$ cat src/rtl/dm_arb.sv
// Round-robin arbiter sharing the single-port data memory between the CPU MEM stage
// (requester 0) and a secondary master (requester 1), with bounded burst locking.
module dm_arb #(
  parameter int AW      = 7,
  parameter int DW      = 32,
  parameter int MAXLOCK = 8
) (
  input  logic          clk,
  input  logic          reset,
  input  logic          req0,
  input  logic          req1,
  input  logic          wr0,
  input  logic          wr1,
  input  logic [AW-1:0] addr0,
  input  logic [AW-1:0] addr1,
  input  logic [DW-1:0] wdata0,
  input  logic [DW-1:0] wdata1,
  input  logic          lock0,
  input  logic          lock1,
  output logic          gnt0,
  output logic          gnt1,
  output logic          stall0,
  output logic          stall1,
  output logic          rvalid0,
  output logic          rvalid1,
  output logic [DW-1:0] rdata0,
  output logic [DW-1:0] rdata1,
  output logic [AW-1:0] dm_addr,
  output logic          dm_rd,
  output logic          dm_wr,
  output logic [DW-1:0] dm_wdata,
  input  logic [DW-1:0] dm_rdata
);

  typedef enum logic [1:0] {
    OWN_NONE = 2'd0,
    OWN_0    = 2'd1,
    OWN_1    = 2'd2
  } owner_e;

  localparam logic [8:0] MAXLOCK_W = 9'(MAXLOCK);

  owner_e        owner_q, owner_d;
  logic          prio_q, prio_d;
  logic [7:0]    lock_cnt_q, lock_cnt_d;
  logic [8:0]    lock_inc;
  logic          rvalid0_q, rvalid0_d, rvalid1_q, rvalid1_d;
  logic [DW-1:0] rdata0_q, rdata0_d, rdata1_q, rdata1_d;

  // Nine bits so MAXLOCK=255 cannot wrap the comparison.
  assign lock_inc = {1'b0, lock_cnt_q} + 9'd1;

  // An owner that drops its request loses the lock in the same cycle.
  always_comb begin
    gnt0 = 1'b0;
    gnt1 = 1'b0;
    if (owner_q == OWN_0 && req0) begin
      gnt0 = 1'b1;
    end else if (owner_q == OWN_1 && req1) begin
      gnt1 = 1'b1;
    end else if (req0 && req1) begin
      gnt0 = ~prio_q;
      gnt1 = prio_q;
    end else begin
      gnt0 = req0;
      gnt1 = req1;
    end
  end

  assign stall0 = req0 & ~gnt0;
  assign stall1 = req1 & ~gnt1;

  always_comb begin
    dm_addr  = '0;
    dm_wdata = '0;
    dm_rd    = 1'b0;
    dm_wr    = 1'b0;
    if (gnt0) begin
      dm_addr  = addr0;
      dm_wdata = wdata0;
      dm_wr    = wr0;
      dm_rd    = ~wr0;
    end else if (gnt1) begin
      dm_addr  = addr1;
      dm_wdata = wdata1;
      dm_wr    = wr1;
      dm_rd    = ~wr1;
    end
  end

  always_comb begin
    prio_d     = prio_q;
    owner_d    = OWN_NONE;
    lock_cnt_d = '0;
    rvalid0_d  = gnt0 & ~wr0;
    rvalid1_d  = gnt1 & ~wr1;
    rdata0_d   = rvalid0_d ? dm_rdata : rdata0_q;
    rdata1_d   = rvalid1_d ? dm_rdata : rdata1_q;
    if (gnt0) begin
      prio_d = 1'b1;
      if (lock0 && lock_inc < MAXLOCK_W) begin
        owner_d    = OWN_0;
        lock_cnt_d = lock_inc[7:0];
      end
    end else if (gnt1) begin
      prio_d = 1'b0;
      if (lock1 && lock_inc < MAXLOCK_W) begin
        owner_d    = OWN_1;
        lock_cnt_d = lock_inc[7:0];
      end
    end
  end

  always_ff @(posedge clk) begin
    if (reset) begin
      prio_q     <= 1'b0;
      owner_q    <= OWN_NONE;
      lock_cnt_q <= '0;
      rvalid0_q  <= 1'b0;
      rvalid1_q  <= 1'b0;
      rdata0_q   <= '0;
      rdata1_q   <= '0;
    end else begin
      prio_q     <= prio_d;
      owner_q    <= owner_d;
      lock_cnt_q <= lock_cnt_d;
      rvalid0_q  <= rvalid0_d;
      rvalid1_q  <= rvalid1_d;
      rdata0_q   <= rdata0_d;
      rdata1_q   <= rdata1_d;
    end
  end

  assign rvalid0 = rvalid0_q;
  assign rvalid1 = rvalid1_q;
  assign rdata0  = rdata0_q;
  assign rdata1  = rdata1_q;

endmodule

$ cat config.mk
export PLATFORM = sky130hd
export DESIGN_NAME = dm_arb
export DESIGN_NICKNAME = d
export VERILOG_FILES = /design/src/rtl/dm_arb.sv
export SDC_FILE = /design/constraint.sdc
export NUM_CORES = 1
export LEC_CHECK = 0
export ABC_AREA = 1
export BUFFER_PORTS_ARGS = -buffer_cell sky130_fd_sc_hd__buf_2
export CAP_MARGIN = 20
export CORE_ASPECT_RATIO = 2
export CORE_MARGIN = 1.5
export CORE_UTILIZATION = 41
export DETAILED_ROUTE_END_ITERATION = 8
export PLACE_DENSITY_LB_ADDON = 0.1
export SETUP_SLACK_MARGIN = 0.5
export SYNTH_ARGS = -nofsm -noshare
export SYNTH_HDL_FRONTEND = slang
export SYNTH_SLANG_ARGS = --single-unit
$ cat constraint.sdc
create_clock -name clk -period 2.8 [get_ports clk]
set_clock_uncertainty 0.05 [all_clocks]
set_input_delay 0.84 -clock clk [delete_from_list [all_inputs] [get_ports clk]]
set_output_delay 0.84 -clock clk [all_outputs]
set_load 0.01 [all_outputs]
# Word level (Yosys, flattened, before mapping)

Cells that the tools add are included.

Add/sub/neg operators: 1
Multipliers: 0
Div/mod/pow operators: 0
Magnitude comparators: 1
Equal/unequal tests: 2
Shift-type cells: 0
Muxes and demuxes: 24
Bitwise operators: 9
Reduce and logical (&&, ||, !) cells: 6

Operators with widths:

| kind                                                | number |
|---|---|
| two-way mux 32 bit                                  | 2 |
| two-way mux 8 bit                                   | 4 |
| two-way mux 7 bit                                   | 2 |
| two-way mux 1 bit                                   | 13 |
| adder 8 x 1 -> 9 bit, second input constant         | 1 |
| < comparator 9 x 4 -> 1 bit, second input constant  | 1 |
| two-way mux 2 bit                                   | 3 |
| logical AND 1 bit                                   | 5 |
| NOT 1 bit                                           | 5 |
| AND 1 bit                                           | 4 |
| equality test 2 x 1 -> 1 bit, second input constant | 1 |
| equality test 2 bit, second input constant          | 1 |
| nonzero test 2 bit                                  | 1 |

Register bits: 77
Bits in latches: 0
Bits in writable memories: 0
Bits in read-only memories: 0
Input port bits: 118
Output and inout port bits: 111
Logic and storage cells: 50
Memories: 0

# Longest topological paths before layout

Depth after elaboration: 6
Mapped depth: 9
Gate-level depth less buffers: 9

# Worst setup path after synthesis

OpenSTA, ideal clock, no wires.

Path kind: in2out
Start point: in req1
End point: out dm_addr[0]
Arrival time: 1756 ps
Data required time: 1910 ps
Slack: 154 ps
Cell stages on the path: 8
Path buffers: 1
Path through: inv_2 > a21oi_1 > nand2_1 > nand2_2 > nand2_2 > clkinv_2 > buf_2 > a22o_1

Word-level cells in the longest chain between the ends: 6
Elaborated cells between the ends (all ways): 10
Those cells by class: mux (8); reduce/logical (2)

RTL lines:

| what                  | RTL line | source |
|---|---|---|
| start, declared       | 11       | `input logic req1,` |
| logical AND 1 bit     | 61       | `end else if (req0 && req1) begin` |
| two-way mux 1 bit     | 61       |  |
| two-way mux 1 bit (*) | 59       | `end else if (owner_q == OWN_1 && req1) begin` |
| two-way mux 1 bit (*) | 57       | `if (owner_q == OWN_0 && req0) begin` |
| net gnt1              | 21       | `output logic gnt1,` |
| two-way mux 7 bit (*) | 83       | `end else if (gnt1) begin` |
| two-way mux 7 bit (*) | 78       | `if (gnt0) begin` |
| end, declared         | 28       | `output logic [AW-1:0] dm_addr,` |

Mark *: on every way through the listed nets, which the timed path passes. The rest lies on a longest branch.

# Worst setup path after layout

Start point: in req1
End point: out dm_wdata[7]

Word-level cells in the longest chain between the ends: 6
Elaborated cells between the ends (all ways): 10
Those cells by class: mux (8); reduce/logical (2)

RTL lines:

| what                   | RTL line | source |
|---|---|---|
| logical AND 1 bit      | 61       |  |
| two-way mux 1 bit      | 61       |  |
| two-way mux 1 bit      | 59       |  |
| two-way mux 1 bit      | 57       |  |
| two-way mux 32 bit     | 83       |  |
| two-way mux 32 bit (*) | 78       |  |
| end, declared          | 31       | `output logic [DW-1:0] dm_wdata,` |

Mark *: on every way between the ends. The rest lies on a longest branch, timed or not.

==> impl_metrics.csv <==
group,metric,value,unit
setup_path,rr_startpoint,"prio_q$_SDFFE_PP0P_",
global_route,grt_pass1_wl,17300,µm
timing,setup_ws,0.0592,ns
yosys,ys_seq_area_share,47.1,%
status,outcome,"finished clean",
route,drtAntennaViolNets,0,
setup_path,crit_path_start_kind,"input port",
cells_and_area,areaGrowthSynthToFinish,57.7,%
global_route,antenna_found_initial,1,
cells_and_area,final_common_cell,"buf_2",
yosys,syn_area_per_cell,7.89,µm²
clocking,htreeDepth,3,
setup_path,critPathMaxStageDelay,0.19,ns
route,dr.first_iter.drc_count,231,
setup_path,r2r_cells,11,
clocking,postCtsHoldBufs,0,
yosys,synth_area_leaders,"dfxtp_1 47%, nand3_1 11%, a22o_1 10%",
timing,fin_crit_sh,97.9,%
route,drc,0,
place,hpwl,8190,µm
place,preCtsSetupSlack,-0.0155,ns
setup_path,startpoint,"req1",
clocking,clk_pin_slew_worst_paths,0.06,ns
place,place_congestion,0.849,
setup_path,worstSetupPathType,"input port to output pin",
timing,maxSlewHeadroom,55.0,%
yosys,synth-edff-count,0,
place,dpl_cell_area,4640,µm²
timing,tightest_slew,0.675,ns
worst_hold_path,min_from,"rdata0[12]$_SDFFE_PP0P_",
timing,setup_viol,0,
pwr,max-vdd-ir-drop,0.361,mV
clocking,clockBufferDepth,2,
setup_path,crit_top_cell,"nand2_4",
clocking,insertion_delay,0.33,ns
setup_path,critPathSlowestCell,"a22o_1",
yosys,postSynth.asyncResetShare,0,%
global_route,grt_pass1_vias,3494,
cells_and_area,drive_gt1_share,43.2,%
yosys,synth_cell_types,25,
cells_and_area,final_area,5160,µm²
cells_and_area,layout_common_cells,"223 x buf_2, 81 x nand2_1, 77 x dfxtp_1",
setup_path,endpoint_kind,"output pin",
yosys,synthFlopType,"dfxtp_1",
route,dr.pass1.iters,4,
die,dieHeight,129,µm
timing,maxSlewViolCount,0,
yosys,syn-instance-count,415,
timing,fmax,365,MHz
cells_and_area,multiInputGateArea,1560,µm²
route,drt-total-wl,11500,µm
yosys,synth-seq-cells,77,
route,viasPerCell,5.12,
die,dieArea,8560,µm²
route,via_count,3880,
yosys,ys_warn_count,0,
cells_and_area,regArea,1540,µm²
die,core_area,7830,µm²
timing,hold_viol_final,0,
worst_hold_path,holdCritPathClass,"register to register",
yosys,synth_top_area_share,47.1,%
setup_path,path_max_fanout,7,
die,io-pin-count,229,
setup_path,crit_chain,"buf_12, inv_12, a21oi_4, nand2_4, nand2_4, nand2_4, clkinv_8, buf_16, a22o_1, buf_2",
pwr,leakage,2.55,nW
timing,period_minus_slack,2.74,ns
global_route,grt_start_max_net_pins,67,
die,start_util,41.8,%
cells_and_area,nNetsFinal,777,
job,max_cap_violations,0,
timing,finalSetupTns,0,ns
pwr,power.density,565,nW/µm²
clocking,cts_sinks,77,
global_route,grt_util_all_layers,26.2,%
yosys,netlist_area,3270,µm²
setup_path,critPathArrivalTime,1.85,ns
setup_path,reg2reg_slack,0.91,ns
setup_path,worstPathRequired,1.91,ns
clocking,cts_buffers,9,
die,placementRows,46,
cells_and_area,fillers,719,
yosys,synth.largest_area_cell,"dfxtp_1",
clocking,cts_tree,"yes",
clocking,root_buffer,"clkbuf_16",
place,io_buffers,228,
route,wire_per_inst,15.1,µm
die,fp.dieW,66.2,µm
worst_hold_path,worst_hold_path.num_cells,2,
timing,grt_setup_unrepaired,"yes",
cells_and_area,antennaDiodeCount,0,
global_route,grt.overflow.total,0,
[synth_stat cells, types with 11 or more instances]
cell / instances
dfxtp_1: 77
a22o_1: 39
nor2_1: 14
inv_1: 11
clkbuf_1: 15
nand2_1: 82
buf_2: 12
a21oi_1: 66
nand3_1: 70
[critical path, delay by kind of cell]
family                 cells  cell delay [ns]
AOI/OAI and AO/OA          2             0.22
buffers and inverters      5             0.54
and+or+nand+nor            3             0.25
[per-layer routing]
layer	global-route usage (%)	vias to the layer above	wire (µm)
li1	-	1916	-
met1	32.9	1757	4690
met2	41.9	188	5460
met3	8.94	17	1130
met4	8.40	2	164
met5	0	-	15
[flip-flops by register name (all words and copies together) (netlist names)]
register and cells:
rdata0 32, rvalid1 1, rdata1 32, lock_cnt_q 8
owner_q 2, prio_q 1, rvalid0 1
[metrics by stage]
step | hold slack, ns | total power, mW | utilization, % | instances
after detailed placement | 0.402 | 1.68 | 59.3 | 734
final | 0.408 | 2.92 | 66.0 | 758
after global routing | 0.427 | 3.03 | 66.0 | 758
after global placement | 0.395 | 1.68 | 59.3 | 734
after floorplan | 0.391 | 1.45 | - | 419
after CTS | 0.411 | 2.93 | 65.2 | 756
[path summary, 6_finish.rpt]
path	end
worst max register to register	rdata1[10]$_SDFFE_PP0P_
worst min register to register	rdata0[12]$_SDFFE_PP0P_
worst min-delay path	rdata0[12]$_SDFFE_PP0P_
worst max-delay path	dm_wdata[7]
[cells by family (layout without fill, tap and decap cells)]
| logic type | after synthesis | count (layout) | share of synthesized area, % |
|---|---|---|---|
| other | 1 | 5 | 0.115 |
| flip-flops | 77 | 77 | 47.1 |
| buffers and inverters | 50 | 293 | 7.26 |
| XOR/XNOR | 1 | 1 | 0.268 |
| AO/OA/AOI/OAI | 110 | 110 | 21.5 |
| AND/OR/NAND/NOR | 175 | 175 | 23.4 |
| adder cells (fa/ha/maj) | 1 | 1 | 0.382 |
[layout make-up]
cell class	count	share of cell area [%]
flip-flops and latches	77	29.8
repair buffers	262	30.0
clock buffers	11	4.51
multi-input cells	292	30.2
inverters	16	1.70
well taps	96	2.33
clock inverters	4	1.43
[where the power goes]
part / switching [mW] / internal (mW) / total (mW)
Combinational: 0.279 / 0.259 / 0.538
Clock: 0.440 / 0.776 / 1.22
Sequential: 0.0224 / 1.14 / 1.16
Total: 0.741 / 2.18 / 2.92
[timing repair]
item	4_1_cts	5_1_grt
endpoints found under the setup margin	45	45
pin swaps	5	4
cloned	2	0
setup buffers	5	2
gates resized for setup	16	10
Power figures use the tool's default switching activity.
